<file path="src/rtl/hex_key_pkg.sv">
`default_nettype none
// ============================================================================
// Module   : hex_key_pkg
// Purpose  : Shared constants and the digit encoder for hex key entry.
// Revision : 1.0 - initial release
// ============================================================================
package hex_key_pkg;

    localparam int NIBBLES = 8;
    localparam int CTRL_W  = 18;
    localparam int ENT_BIT = 17;
    localparam int DEL_BIT = 16;

    // Lowest set bit wins when several switches rise together.
    function automatic logic [3:0] onehot_lsb_enc(input logic [15:0] v);
        logic [3:0] r;
        r = '0;
        for (int i = 15; i >= 0; i--) begin
            if (v[i]) r = 4'(i);
        end
        return r;
    endfunction

endpackage
`default_nettype wire

</file>
<file path="src/rtl/input_debounce.sv">
`default_nettype none
// ============================================================================
// Module   : input_debounce
// Purpose  : 2-flop synchronizer, shared-counter debounce and rising-edge detect.
// Revision : 1.0 - initial release
// ============================================================================
module input_debounce #(
    parameter int WIDTH     = 18,
    parameter int DB_CYCLES = 1
) (
    input  logic             clk,
    input  logic             rstn,
    input  logic [WIDTH-1:0] raw,
    output logic [WIDTH-1:0] rise
);

    localparam int CNT_W = (DB_CYCLES > 1) ? $clog2(DB_CYCLES) : 1;
    localparam logic [CNT_W-1:0] c_cnt_max = CNT_W'(DB_CYCLES - 1);

    logic [WIDTH-1:0] r_sync1;
    logic [WIDTH-1:0] r_sync2;
    logic [WIDTH-1:0] r_prev;
    logic [WIDTH-1:0] r_filt;
    logic [WIDTH-1:0] r_filt_d;
    logic [CNT_W-1:0] r_cnt;
    logic [CNT_W-1:0] w_cnt_next;
    logic             w_accept;

    // Any change anywhere in the vector restarts the shared stability count.
    always_comb begin
        w_cnt_next = r_cnt;
        if (r_sync2 != r_prev) begin
            w_cnt_next = '0;
        end else if (r_cnt != c_cnt_max) begin
            w_cnt_next = r_cnt + 1'b1;
        end
        w_accept = (w_cnt_next == c_cnt_max);
    end

    always_ff @(posedge clk or negedge rstn) begin
        if (!rstn) begin
            r_sync1  <= '0;
            r_sync2  <= '0;
            r_prev   <= '0;
            r_cnt    <= '0;
            r_filt   <= '0;
            r_filt_d <= '0;
        end else begin
            r_sync1  <= raw;
            r_sync2  <= r_sync1;
            r_prev   <= r_sync2;
            r_cnt    <= w_cnt_next;
            r_filt_d <= r_filt;
            if (w_accept) r_filt <= r_sync2;
        end
    end

    assign rise = r_filt & ~r_filt_d;

endmodule
`default_nettype wire

</file>
<file path="src/rtl/hex_key_entry.sv">
`default_nettype none
// ============================================================================
// Module   : hex_key_entry
// Purpose  : Debounced hex keypad entry with backspace and commit.
// Revision : 1.0 - initial release
// ============================================================================
module hex_key_entry
    import hex_key_pkg::*;
#(
    parameter int DB_CYCLES = 1
) (
    input  logic        clk,
    input  logic        rstn,
    input  logic [15:0] hd,
    input  logic        del,
    input  logic        ent,
    output logic [31:0] din,
    output logic [3:0]  dcnt,
    output logic [31:0] dout,
    output logic        dout_vld,
    output logic        key_evt
);

    logic [CTRL_W-1:0] w_rise;
    logic              w_ent_evt;
    logic              w_del_evt;
    logic              w_dig_evt;
    logic [3:0]        w_digit;

    logic [31:0] r_din;
    logic [3:0]  r_dcnt;
    logic [31:0] r_dout;
    logic        r_dout_vld;
    logic        r_key_evt;

    input_debounce #(
        .WIDTH     (CTRL_W),
        .DB_CYCLES (DB_CYCLES)
    ) u_debounce (
        .clk  (clk),
        .rstn (rstn),
        .raw  ({ent, del, hd}),
        .rise (w_rise)
    );

    // Commit beats delete beats digit; losers in the same cycle are dropped.
    assign w_ent_evt = w_rise[ENT_BIT];
    assign w_del_evt = ~w_ent_evt & w_rise[DEL_BIT];
    assign w_dig_evt = ~w_ent_evt & ~w_rise[DEL_BIT] & (|w_rise[15:0]);
    assign w_digit   = onehot_lsb_enc(w_rise[15:0]);

    always_ff @(posedge clk or negedge rstn) begin
        if (!rstn) begin
            r_din      <= '0;
            r_dcnt     <= '0;
            r_dout     <= '0;
            r_dout_vld <= 1'b0;
            r_key_evt  <= 1'b0;
        end else begin
            r_dout_vld <= w_ent_evt;
            r_key_evt  <= w_ent_evt | w_del_evt | w_dig_evt;
            if (w_ent_evt) begin
                r_dout <= r_din;
                r_din  <= '0;
                r_dcnt <= '0;
            end else if (w_del_evt) begin
                r_din <= {4'h0, r_din[31:4]};
                if (r_dcnt != 4'd0) r_dcnt <= r_dcnt - 4'd1;
            end else if (w_dig_evt) begin
                r_din <= {r_din[27:0], w_digit};
                if (r_dcnt != 4'(NIBBLES)) r_dcnt <= r_dcnt + 4'd1;
            end
        end
    end

    assign din      = r_din;
    assign dcnt     = r_dcnt;
    assign dout     = r_dout;
    assign dout_vld = r_dout_vld;
    assign key_evt  = r_key_evt;

endmodule
`default_nettype wire

</file>
<file path="config.mk">
export PLATFORM = sky130hd
export DESIGN_NAME = hex_key_entry
export DESIGN_NICKNAME = d
export VERILOG_FILES = /design/src/rtl/hex_key_pkg.sv /design/src/rtl/input_debounce.sv /design/src/rtl/hex_key_entry.sv
export SDC_FILE = /design/constraint.sdc
export NUM_CORES = 1
export LEC_CHECK = 0
export BUFFER_PORTS_ARGS = -buffer_cell sky130_fd_sc_hd__buf_2
export CAP_MARGIN = 10
export CORE_UTILIZATION = 40
export CTS_BUF_LIST = sky130_fd_sc_hd__clkbuf_4 sky130_fd_sc_hd__clkbuf_8
export DETAILED_ROUTE_END_ITERATION = 10
export PLACE_DENSITY = 0.72
export SYNTH_ARGS = -nofsm -noshare
export SYNTH_HDL_FRONTEND = slang
export SYNTH_SLANG_ARGS = --single-unit
</file>
<file path="constraint.sdc">
create_clock -name clk -period 4.4 [get_ports clk]
set_clock_uncertainty 0.05 [all_clocks]
set_input_delay 0.44 -clock clk [delete_from_list [all_inputs] [get_ports clk]]
set_output_delay 0.44 -clock clk [all_outputs]
set_load 0.005 [all_outputs]
</file>
==> results, run 1 <==
- The initial antenna violation count is 0.
- The number of nets in the synthesized netlist is approximately 460.
- The die extent in x is around 120 um.
- The path type of the worst setup path is reg -> reg.
- For this run, the post-layout net count is 548.
- The part of the Yosys area used for sequential elements is 0.684.
- The placed wire-length estimate is 6660 um.
- The final-layout fill cell count is approximately 1100.
- The count of cells resized by post-cts repair is 0.
- The flip-flop and latch count after synthesis is between 100 and 150.
- The aggregate negative setup slack is 0 ps.
- At the pin with the least slew margin, the transition time is roughly 1000 ps.
- The total die area is 13500 um2.
- The number of failing hold endpoints at the final stage is 0.
- The vertical extent of the die is 116 um.
- The share of synthesized area in the top cell type comes to 0.684.
- Subtracting the final worst setup slack from the clock period gives 2730 ps.
- The maximum number of buffers from clock root to sink is 2.
- The number of antenna-violating nets in the routed design is 0.
- Yosys instantiated no cell more often than dfrtp_1.
- The tree is rooted in a clkbuf_8.
- The category of the worst setup path launch point is a register.
- Once the clock tree was built, the setup fixing pass inserted 0 buffers.
- The final period utilization is 0.621.
- Once layout is complete, the utilization of the core stands at 0.493.
- The number of clock sinks is 142.
- The sequential cells in the finished layout cover a total of 3550 um2.
- The area of the multi-input gates is around 1500 um2.
- At the end of routability-driven placement, the weighted congestion stood at ~0.82.
- The number of iterations in the first detailed-routing pass is 5.
- The worst-skew pair later-pin latency is 440 ps.
- The worst supply voltage drop on vdd is 0.377 mV.
- The capturing element type of the critical path is a register.
- The first global-routing pass estimated 16500 um of wire.
- The effective utilization at floorplan is 0.412.
- The synthesized design contains 0 enable-type register cells.
- Measured in cells, the most critical reg-to-reg path has a length of 10.
- The largest net degree at the start of global routing is ~110.
- The total power per unit cell area is 481 nW/um2.
- Buffers inserted to repair hold after CTS numbered 0.
- In the final layout, the share of cells above drive strength 1 is 0.243.
- The via count of the first global-routing pass is 3317.
- The post-synthesis area per instance is 12.0 um2.
- Ranked by instance count, the synthesized netlist is headed by 142 x dfrtp_1, 104 x nand2_1, 31 x mux2i_1.
- STA puts the critical path data required time at 4670 ps.
- The fraction of synthesis flops using an asynchronous set or reset pin is 1.00.
- The area of the core is 12600 um2.
- For this run, the leading register cell type out of synthesis is dfrtp_1.
- The first routing iteration left between 200 and 300 violations.
- For this design the static power due to leakage is 0.00327 uW.
- The routed design has 10200 um of wire.
- The startpoint identified for the worst hold timing path is hd[13].
- The number of clock buffers inserted by TritonCTS is 17.
- The total congestion overflow is 0.
- After clock tree synthesis, the clock-pin slew on the worst setup and hold paths is 80 ps.
- In the post-synthesis netlist, the biggest area contributors are dfrtp_1 68%, nand2_1 7.5%, mux2i_1 6.0%.
- Along the worst path, the maximum fanout reaches 67.
- The worst min-delay path class is in -> reg.
- The total number of H-tree levels is 4.
- Of all cell types, the one taking the most synthesized area is dfrtp_1.
- Setup slack on the worst reg-to-reg path comes out at 1670 ps.
- The post-placement cell area is 5800 um2.
- The reg-to-reg endpoint is dcnt[3].
- The residual DRC count is 0.
- The synthesis-to-layout area growth is 19.6%.
- Across every metal layer, demand over resource in global routing totals 0.165.
- Setup repair after global routing left no endpoint under its margin.
- Pin placement for this block handled 90 I/O pins.
- The fmax is 366 MHz.
- The clock tree from TritonCTS is done.
- The count of port buffers added during placement is 89.
- Across the run, the number of max-cap violations was 0.
- Setup violations remaining at the end of the flow were counted as 0.
- Dividing the detail-routed wire length by the instance count gives 14.3 um.
- The endpoint of the worst hold path is u_debounce.r_sync1[13].
- The cell area after synthesis is 5200 um2.
- Headroom to the max-slew limit came out at 0.318.
- The start of the worst register-to-register path is u_debounce.r_filt[17].
- The flow ran to the end, and the final reports show no timing, DRC or antenna violations.
- The instance count along the most critical hold path is 1.
- Row generation in the floorplan step produced 41 rows.
- Synthesis produced 433 cells.
- The number of pins exceeding their max-slew limit in the final report was 0.
- The number of distinct library cells after synthesis is 38.
- The antenna diode instance count is 0.
- For the worst setup path, the data arrival time is 3000 ps.
- The vias per cell is 4.84.
- The count of synthesis-stage warnings from yosys is 0.
- After routing the design area is 6220 um2.
- The routed layout has 3436 vias.
## layout by cell type (no fill, tap or decap), types with 3 or more instances in the layout
cell type / n
buf_4: 4
nand2_1: 104
mux2i_1: 31
nand2b_1: 10
o211ai_1: 3
nor2b_1: 10
dfrtp_1: 142
inv_1: 8
clkbuf_8: 20
inv_6: 7
buf_2: 88
o21ai_0: 28
nor2_1: 12
nand3_1: 6
a21oi_1: 26
a211oi_1: 3
## logic make-up (layout without fill, tap and decap cells)
kind of cell             after synthesis  in the layout  share of synthesized area
AO/OA/AOI/OAI                         72             72                     0.0835
XOR/XNOR                               2              2                    0.00337
adder cells (fa/ha/maj)                3              3                    0.00867
buffers and inverters                 28            133                     0.0253
flip-flops                           142            142                      0.684
multiplexers                          31             31                     0.0597
AND/OR/NAND/NOR                      155            155                      0.136
## metal layers
| layer | GRT usage | vias to the layer above | share of wire |
|---|---|---|---|
| li1 | - | 1641 | - |
| met1 | 0.205 | 1689 | 0.45 |
| met2 | 0.264 | 89 | 0.49 |
| met3 | 0.0554 | 17 | 0.044 |
| met4 | 0.0718 | 0 | 0.014 |
| met5 | 0 | - | 0 |
## worst max-delay path by stage
stage          cells after the start                    start       to
5_1_grt                           10    u_debounce.r_filt[17]  dcnt[3]
3_3_place_gp                      10    u_debounce.r_filt[17]  dcnt[3]
6_report                          10    u_debounce.r_filt[17]  dcnt[3]
3_5_place_dp                      10    u_debounce.r_filt[17]  dcnt[3]
4_1_cts                           10    u_debounce.r_filt[17]  dcnt[3]
2_1_floorplan                      9  u_debounce.r_filt_d[16]  dcnt[3]
## state kept, by name, indices dropped and copies added, names as in the netlist
| signal | count |
|---|---|
| u_debounce.r_filt_d | 18 |
| dcnt | 4 |
| u_debounce.r_sync1 | 18 |
| dout | 32 |
| u_debounce.r_sync2 | 18 |
| dout_vld | 1 |
| key_evt | 1 |
| u_debounce.r_filt | 18 |
| din | 32 |
## where the power goes
part           switching (uW)  internal [uW]  total, uW  leakage [uW]
Sequential                105           1430       1530       0.00174
Combinational             214            172        386       0.00131
Clock                     502            564       1070      0.000212
Total                     821           2170       2990       0.00327
## area by class of cell
| class | instances | share of cell area |
|---|---|---|
| sequential | 142 | 0.572 |
| multi-input combinational | 263 | 0.244 |
| timing repair buffer | 93 | 0.0775 |
| clock buffer | 20 | 0.0443 |
| tap | 172 | 0.0346 |
| clock inverter | 12 | 0.0235 |
| inverter | 8 | 0.00483 |
## critical path, cell delays in order, from the launching register on
cell and delay [ps]:
dfrtp_1 390, nand2b_2 60, buf_4 490, nand2_1 230, inv_1 240, ha_1 270, a21o_1 170, a21oi_1 270
mux2i_1 120, a31oi_1 190, nand3_1 90
## through the flow
stage	setup slack [ps]	instances	hold WS, ps	power (uW)
3_5_place_dp	1760	678	285	1950
6_report	1670	710	50.9	2990
3_3_place_gp	1920	678	281	1930
5_1_grt	1540	710	1.29	3150
4_1_cts	1750	710	11.8	3030
2_1_floorplan	2410	433	94.4	1750
Power figures use the tool's default switching activity.
==> inputs of run 2 (changes only) <==
--- a/config.mk
+++ b/config.mk
@@ -10,7 +10,7 @@
 export CORE_UTILIZATION = 40
 export CTS_BUF_LIST = sky130_fd_sc_hd__clkbuf_4 sky130_fd_sc_hd__clkbuf_8
 export DETAILED_ROUTE_END_ITERATION = 10
-export PLACE_DENSITY = 0.72
+export PLACE_DENSITY = 0.75
 export SYNTH_ARGS = -nofsm -noshare
 export SYNTH_HDL_FRONTEND = slang
 export SYNTH_SLANG_ARGS = --single-unit
==> constraint.sdc (replaced) <==
create_clock -name clk -period 2.4 [get_ports clk]
set_clock_uncertainty 0.05 [all_clocks]
set_input_delay 0.24 -clock clk [delete_from_list [all_inputs] [get_ports clk]]
set_output_delay 0.24 -clock clk [all_outputs]
set_load 0.005 [all_outputs]
==> run 2 against run 1 <==
Count of clock-buffer cells in the layout is 1 lower. Setup slack lost 1500 ps. Clock power rose by 93%.
==> results, run 2 (synthesized netlist as in run 1, its figures left out) <==
- The via count of the first global-routing pass is 3468 (+4.6%).
- The category of the worst setup path launch point is a register.
- The effective utilization at floorplan is 0.412 (unchanged).
- The final period utilization is 0.913 (+0.292).
- The setup-violating endpoint count in the final report is 0 (unchanged).
- The library cell used most frequently in the layout, excluding fill and tap cells, is dfrtp_1.
- The final RePlAce weighted congestion is 0.833 (+1.3%).
- The worst supply voltage drop on vdd is 0.490 mV (+30%).
- The total congestion overflow is 0 (unchanged).
- The remaining max-slew budget at the tightest pin is 0.582 (+0.264).
- The number of placement rows came to 41 (unchanged).
- The all-layer global routing usage is 0.170 (+0.00510).
- From synthesis to final layout, the design area changed by 24.6%.
- The clock-pin slew of the registers on the worst-case setup and hold paths is 80 ps (about the same).
- The number of pins exceeding their max-slew limit in the final report is 0 (unchanged).
- The total number of H-tree levels is 4 (unchanged).
- The non-filler instance count after layout came to 733 (+3.2%).
- The number of iterations in the first detailed-routing pass is 4 (-1).
- The worst-path maximum fanout is 6 (-91%).
- The residual DRC count is 0 (unchanged).
- The critical path required time was 2680 ps (-1990 ps).
- The aggregate negative setup slack is 0 ps (unchanged).
- The die extent in x came to 116 um (unchanged).
- The antenna diode instance count is 0 (unchanged).
- The wire length per cell is 14.2 um (-1.1%).
- The number of failing hold endpoints at the final stage came to 0 (unchanged).
- The placed wire-length estimate is 6750 um (+1.4%).
- The worst setup path is captured at a register.
- The worst-margin pin slew is 627 ps (-395 ps).
- The number of clock sinks is 142 (unchanged).
- The maximum number of buffers from clock root to sink is 2 (unchanged).
- The count of port buffers added during placement came to 89 (unchanged).
- In this run the worst hold path is classified as in -> async.
- The max-cap check violation count is 0 (unchanged).
- The run finished with clean final reports.
- The vias per cell is 4.83 (-0.18%).
- The static power due to leakage came to 0.00337 uW (+3.2%).
- The net count reported at finish is 571 (+4.2%).
- The clock root buffer is clkbuf_8.
- The number of clock buffers inserted by TritonCTS is 17 (unchanged).
- The wire length of the first global-routing pass is 16900 um (+2.2%).
- The area of the core is 12600 um2 (unchanged).
- The path type of the worst setup path is reg -> reg.
- The vias after detailed routing came to 3541 (+3.1%).
- The total power per unit cell area is 870 nW/um2 (+81%).
- The post-CTS setup repair buffer count was 0 (unchanged).
- The detailed router's first-iteration violation count is 318 (+17%).
- The top cell types in the final layout, fill and taps aside, are 142 x dfrtp_1, 104 x nand2_1, 88 x buf_2.
- The fmax came to 456 MHz (+25%).
- The clock period minus worst slack is 2190 ps (-542 ps).
- The clock tree from TritonCTS is done.
- The worst slack on hold paths is 221 ps (+171 ps).
- The count of boundary I/O pins is 90 (unchanged).
- The largest net degree at the start of global routing is 68 (-39%).
- The total die area is 13500 um2 (unchanged).
- The critical path arrival is 2470 ps (-530 ps).
- The share of post-route cells with drive strength above 1 came to 0.242 (-0.00107).
- Setup repair after global routing left no endpoint under its margin.
- The vertical extent of the die is 116 um (unchanged).
- The worst-skew pair later-pin latency is 450 ps (about the same).
- The total length of routed wires is 10400 um (+2.1%).
- The final-layout fill cell count was 1134 (+2.2%).
- The initial antenna violation count is 0 (unchanged).
- The count of placed standard cells including taps is 682 (+0.59%).
- The number of antenna-violating nets in the routed design is 0 (unchanged).
## run 2: worst paths after layout
| check | from | end | slack, ps | depth (start not counted) |
|---|---|---|---|---|
| worst min register to register | u_debounce.r_sync2[0] | u_debounce.r_filt[0] | 300 | 0 |
| worst max register to register | u_debounce.r_filt_d[16] | dcnt[3] | 210 | 9 |
| max in group asynchronous | rstn | dout[23] | 1350 | 3 |
| worst max-delay path | u_debounce.r_filt_d[16] | dcnt[3] | 210 | 9 |
| min in group clk | u_debounce.r_sync2[0] | u_debounce.r_filt[0] | 300 | 0 |
| worst min-delay path | rstn | u_debounce.r_sync1[8] | 220 | 2 |
## run 2: report_power, final
part           switching, uW  total (uW)  internal [uW]
clock network            901        2070           1170
registers                196        2820           2620
logic                    396         741            345
total                   1490        5630           4140
## run 2: final cells by class
type,count,area [um2],area share
clock buffer,19,255,0.0394
clock inverter,13,190,0.0294
inverter,8,30.0,0.00464
multi-input combinational,263,1520,0.234
sequential,142,3550,0.549
tap,172,215,0.0332
timing repair buffer,116,714,0.110
## run 2: stage by stage
step                      total power [uW]   util  worst slack (ps)  cell area (um2)
after floorplan                       3200      -               408             5200
after global placement                3540  0.463               285             5840
after detailed placement              3580  0.463               153             5840
after CTS                             5700  0.513               132             6470
after global routing                  5920  0.513              62.4             6480
final                                 5630  0.513               208             6480
## run 2: critical path, stage by stage, from the launching register on
cell and delay [ps]:
dfrtp_1 380, and2b_1 310, nand2_1 140, inv_1 200, ha_1 270, a21o_1 190
a21oi_2 210, mux2i_1 100, a31oi_1 140, nand3_1 90
## run 2: layer usage
metal  part of all wire  GRT usage
met1               0.42      0.195
met2               0.51      0.279
met3              0.047     0.0549
met4              0.027      0.102
met5                  0          0
## run 2: repair_timing
item                                    4_1_cts  5_1_grt
resized for setup                             0        1
endpoints found under the setup margin        0        1
endpoints found under the hold margin        65        0
hold buffers                                 19        0
